==> src/rtl/hazard_controller.sv <==
// hazard_controller
// Pipeline hazard and stall sequencer for the 16-bit datapath. Detects
// load-use hazards, data-memory wait states and taken branches, and drives
// the next-address mux select, the IF/ID write-enable, the ID/EX bubble and
// the IF/ID flush. A saturating counter records the cycles spent holding PC.
//
// Ports:
//   clk, rst_n                 clock, asynchronous active-low reset
//   id_rs1, id_rs2             source registers of the instruction in ID
//   id_uses_rs1, id_uses_rs2   ID instruction actually reads that source
//   ex_mem_read, ex_rd         EX instruction is a load / its destination
//   branch_taken               branch resolved taken in EX this cycle
//   mem_busy                   data memory not ready, freeze the pipeline
//   HazMuxCon                  1 = hold PC (+0), 0 = PC+2
//   if_id_write                IF/ID load enable
//   id_ex_bubble               insert NOP into ID/EX
//   if_id_flush                squash IF/ID (wrong path)
//   state                      RUN=0, LOAD_STALL=1, MEM_WAIT=2, FLUSH=3
//   stall_count                saturating count of cycles with HazMuxCon=1
//
// The control outputs are combinational from the current state and inputs
// (zero-cycle hazard response), which is why they carry no register stage.

module hazard_controller #(
    parameter int unsigned FLUSH_CYCLES = 2,
    parameter int unsigned REG_BITS     = 4,
    parameter int unsigned CNT_W        = 8
) (
    input  logic                clk,
    input  logic                rst_n,
    input  logic [REG_BITS-1:0] id_rs1,
    input  logic [REG_BITS-1:0] id_rs2,
    input  logic                id_uses_rs1,
    input  logic                id_uses_rs2,
    input  logic                ex_mem_read,
    input  logic [REG_BITS-1:0] ex_rd,
    input  logic                branch_taken,
    input  logic                mem_busy,
    output logic                HazMuxCon,
    output logic                if_id_write,
    output logic                id_ex_bubble,
    output logic                if_id_flush,
    output logic [1:0]          state,
    output logic [CNT_W-1:0]    stall_count
);

    typedef enum logic [1:0] {
        ST_RUN        = 2'd0,
        ST_LOAD_STALL = 2'd1,
        ST_MEM_WAIT   = 2'd2,
        ST_FLUSH      = 2'd3
    } state_e;

    localparam int unsigned      FCW        = 3;
    localparam logic [FCW-1:0]   FLUSH_INIT = FCW'(FLUSH_CYCLES - 1);
    localparam logic [CNT_W-1:0] CNT_MAX    = '1;

    state_e           state_q;
    state_e           state_d;
    logic [FCW-1:0]   flush_cnt;
    logic [FCW-1:0]   flush_cnt_d;
    logic             load_use_c;

    // Load-use hazard; register 0 is hard-wired and never a real dependency.
    assign load_use_c = ex_mem_read && (ex_rd != '0) &&
                        ((id_uses_rs1 && (id_rs1 == ex_rd)) ||
                         (id_uses_rs2 && (id_rs2 == ex_rd)));

    // Next-state and control decode.
    always_comb begin
        state_d      = state_q;
        flush_cnt_d  = flush_cnt;
        HazMuxCon    = 1'b0;
        if_id_write  = 1'b1;
        id_ex_bubble = 1'b0;
        if_id_flush  = 1'b0;

        case (state_q)
            // RUN, LOAD_STALL and a MEM_WAIT whose memory just became ready
            // share one priority chain; only LOAD_STALL masks the hazard.
            ST_RUN, ST_LOAD_STALL, ST_MEM_WAIT: begin
                if (mem_busy) begin
                    HazMuxCon    = 1'b1;
                    if_id_write  = 1'b0;
                    id_ex_bubble = 1'b1;
                    state_d      = ST_MEM_WAIT;
                end else if (branch_taken) begin
                    id_ex_bubble = 1'b1;
                    if_id_flush  = 1'b1;
                    if (FLUSH_INIT != '0) begin
                        state_d     = ST_FLUSH;
                        flush_cnt_d = FLUSH_INIT;
                    end else begin
                        state_d = ST_RUN;
                    end
                end else if (load_use_c && (state_q != ST_LOAD_STALL)) begin
                    HazMuxCon    = 1'b1;
                    if_id_write  = 1'b0;
                    id_ex_bubble = 1'b1;
                    state_d      = ST_LOAD_STALL;
                end else begin
                    state_d = ST_RUN;
                end
            end

            // Wrong-path squash; a busy memory freezes the countdown.
            ST_FLUSH: begin
                if (mem_busy) begin
                    HazMuxCon    = 1'b1;
                    if_id_write  = 1'b0;
                    id_ex_bubble = 1'b1;
                end else begin
                    id_ex_bubble = 1'b1;
                    if_id_flush  = 1'b1;
                    flush_cnt_d  = flush_cnt - FCW'(1);
                    if (flush_cnt <= FCW'(1)) begin
                        flush_cnt_d = '0;
                        state_d     = ST_RUN;
                    end
                end
            end

            default: begin
                state_d     = ST_RUN;
                flush_cnt_d = '0;
            end
        endcase

        // Hold the pipeline while reset is asserted.
        if (!rst_n) begin
            HazMuxCon    = 1'b1;
            if_id_write  = 1'b0;
            id_ex_bubble = 1'b1;
            if_id_flush  = 1'b0;
        end
    end

    // State, flush countdown and saturating stall counter.
    always_ff @(posedge clk or negedge rst_n) begin
        if (!rst_n) begin
            state_q     <= ST_RUN;
            flush_cnt   <= '0;
            stall_count <= '0;
        end else begin
            state_q   <= state_d;
            flush_cnt <= flush_cnt_d;
            if (HazMuxCon && (stall_count != CNT_MAX)) begin
                stall_count <= stall_count + CNT_W'(1);
            end
        end
    end

    assign state = state_q;

endmodule

==> config.mk <==
export PLATFORM = sky130hd
export DESIGN_NAME = hazard_controller
export DESIGN_NICKNAME = d
export VERILOG_FILES = /design/src/rtl/hazard_controller.sv
export SDC_FILE = /design/constraint.sdc
export NUM_CORES = 1
export LEC_CHECK = 0
export BUFFER_PORTS_ARGS = -buffer_cell sky130_fd_sc_hd__buf_2
export CAP_MARGIN = 5
export CELL_PAD_IN_SITES_DETAIL_PLACEMENT = 1
export CELL_PAD_IN_SITES_GLOBAL_PLACEMENT = 2
export CORE_MARGIN = 2
export CORE_UTILIZATION = 29
export CTS_BUF_LIST = sky130_fd_sc_hd__clkbuf_8
export DETAILED_ROUTE_END_ITERATION = 12
export PLACE_DENSITY = 0.82
export SKIP_LAST_GASP = 1
export SYNTH_ARGS = -nofsm -noshare
export SYNTH_HDL_FRONTEND = slang
export SYNTH_SLANG_ARGS = --single-unit
==> constraint.sdc <==
create_clock -name clk -period 2.05 [get_ports clk]
set_clock_uncertainty 0.2 [all_clocks]
set_input_delay 0.205 -clock clk [delete_from_list [all_inputs] [get_ports clk]]
set_output_delay 0.205 -clock clk [all_outputs]
set_load 0.03 [all_outputs]
==> results.yml <==
placed_design:
  io_buffers: 32
  dp_hpwl_mm: 1.76
  placed_area_mm2: 0.00109
  pre_cts_slack_ns: -0.0356
  gp_congestion: 0.770
floorplanning:
  start_util_pct: 31.0
  die_w_um: 58.5
  core_area_mm2: 0.00278
  die_area_mm2: 0.00342
  rows: 19
  io-pin-count: 33
  dieHeight_um: 58.5
finish:
  layout_common_cells: "buf_2, dfrtp_1, xor2_1"
  area_growth_pct: 33.5
  layout.nets: 153
  num-fill-cells: 332
  fin_area_mm2: 0.00115
  final_common_cell: "buf_2"
  fin_util_pct: 41.4
  diodes: 0
  drive_gt1_share_pct: 36.2
clock_network:
  clock_sinks: 13
  clock_latency_ns: 0.24
  root_buffer: "clkbuf_8"
  cts_tree: "built"
  path_clk_slew_ns: 0.06
  htree_levels: 1
  cts_made_buffers: 3
  clk_path_buf_depth: 2
sta:
  fmax_mhz: 525
  post-route-period-util_pct: 92.9
  setup-violations-final: 0
  hold_violations: 0
  slew_headroom_pct: 70.3
  period_needed_ns: 1.91
  rsz0062_at_grt: "no"
  fin_ws_ns: 0.145
  slew_violations: 0
  worst_pin_slew_ns: 0.443
  hold_ws_ns: 0.100
critical_path:
  critPathCaptureType: "primary output"
  path_buf_inv: 4
  cp_cell_sequence: "buf_2, xor2_1, nor3_1, nand4_1, a211oi_2, buf_4, nor2_2, inv_1, clkbuf_4"
  slowest_delay_ns: 0.25
  crit_family: "buffers and inverters"
  crit_type: "in -> out"
  slowest_stage: "a211oi_2"
  required_ns: 1.64
  worst_ep_arrival_time_ns: 1.50
  crit_path_start_kind: "primary input"
  critical_path.max_fanout: 3
worst_hold_path:
  hp-class: "in -> reg"
drt:
  first_pass_iters: 4
  drc_errors: 0
  dr_total_vias: 841
  ant_nets: 0
  drt-total-wl_mm: 2.28
  viasPerCell: 5.22
  drt-initial-drc-count: 20
  wl_per_cell_um: 14.1
synthesis:
  yosysTopAreaCell: "dfrtp_1"
  netlist_top_cells_area: "dfrtp_1, xor2_1, ha_1"
  syn-cell-area_um2: 862
  synth_cell_types: 32
  yosysWarnings: 0
  synth_seq_area_share_pct: 37.7
  ys_ff_latch: 13
  synth_cells: 90
  avgSynthCellArea_um2: 9.58
  syn_nets: 112
  yosys.area.top_type_share_pct: 37.7
power_and_ir_drop:
  max-vdd-ir-drop_v: 0.000996
  leakage_nw: 0.523
  p_per_area_mw_per_mm2: 1280
global_route:
  grt_overflow: 0
  grt_pass1_vias: 877
  gr-usage-all-layers_pct: 15.3
  grt_pass1_wl_mm: 3.97
  antenna_found_initial: 0
  grt_max_degree: 13
job:
  cap_violations: 0
run_status:
  status: "finished clean"
-- cell usage after synthesis --
library cell,number
a211o_2,1
a211oi_2,2
a21boi_2,1
a21oi_1,4
a2bb2oi_1,1
and3_1,1
and4_1,1
clkbuf_1,2
dfrtp_1,13
ha_1,3
inv_1,4
mux2_1,1
mux2_2,1
mux2i_1,1
nand2_1,4
nand2b_1,2
nand3_1,1
nand4_1,5
nand4bb_1,1
nor2_1,8
nor2b_1,2
nor3_1,1
nor3_2,1
nor3b_1,1
o2111ai_1,1
o211ai_1,3
o21ai_0,7
o21bai_1,2
o31ai_1,1
o41a_1,1
xnor2_1,4
xor2_1,9
-- layout make-up --
type,count,area (um2),share of cell area (%)
clock buffer,3,41.3,3.59
clock inverter,1,3.75,0.326
inverter,4,15.0,1.30
multi-input combinational,71,517,44.9
sequential,13,325,28.3
tap,31,38.8,3.37
timing repair buffer,38,210,18.3
-- metal layers --
layer  global-route usage (%)  routed length (um)  vias up
met5                        0                   0        -
met4                     2.99                  17        0
met3                     5.71                 102        2
met2                     26.5                1150       19
met1                     18.2                1010      410
li1                         -                   -      410
-- report_power, final --
group          total (mW)  internal (mW)  switching, mW
sequential          0.544          0.375          0.169
clock               0.228          0.132         0.0952
combinational       0.701          0.264          0.437
total                1.47          0.772          0.701
-- cell families (layout without fill, tap and decap cells) --
family	count (synthesis)	after routing	share of synthesized area, %
xor+xnor	13	13	13.2
fa+ha+maj	3	3	4.35
mux	3	3	3.77
compound gates	24	24	20.3
buf+inv	6	46	2.61
flops	13	13	37.7
simple gates	28	28	18.0
-- sequential cells by signal, summed over array words and instances, names as in the netlist --
signal       flops
flush_cnt        3
stall_count      8
state            2
-- per-stage QoR --
step	TNS (ns)	power (mW)	std cells
3_5_place_dp	-0.0483	1.24	155
6_report	0	1.47	161
3_3_place_gp	0	1.22	155
2_1_floorplan	0	1.01	90
4_1_cts	0	1.49	160
5_1_grt	0	1.59	161
-- timing repair --
item,in CTS,in global routing
hold endpoints to repair,13,0
hold buffers,1,0
gates resized for setup,0,1
setup endpoints to repair,0,1
buffers inserted,0,1
-- final timing paths --
check	startpoint	endpoint	slack, ns	cells after the start
max	ex_rd[0]	HazMuxCon	0.14	9
min	mem_busy	flush_cnt[1]	0.10	2
max reg2reg	stall_count[5]	stall_count[1]	0.24	5
min reg2reg	stall_count[5]	stall_count[5]	0.31	1
max in group asynchronous	rst_n	flush_cnt[0]	0.93	3
min in group asynchronous	rst_n	stall_count[5]	0.27	2
Note: power is estimated with default switching activity, not from simulation.
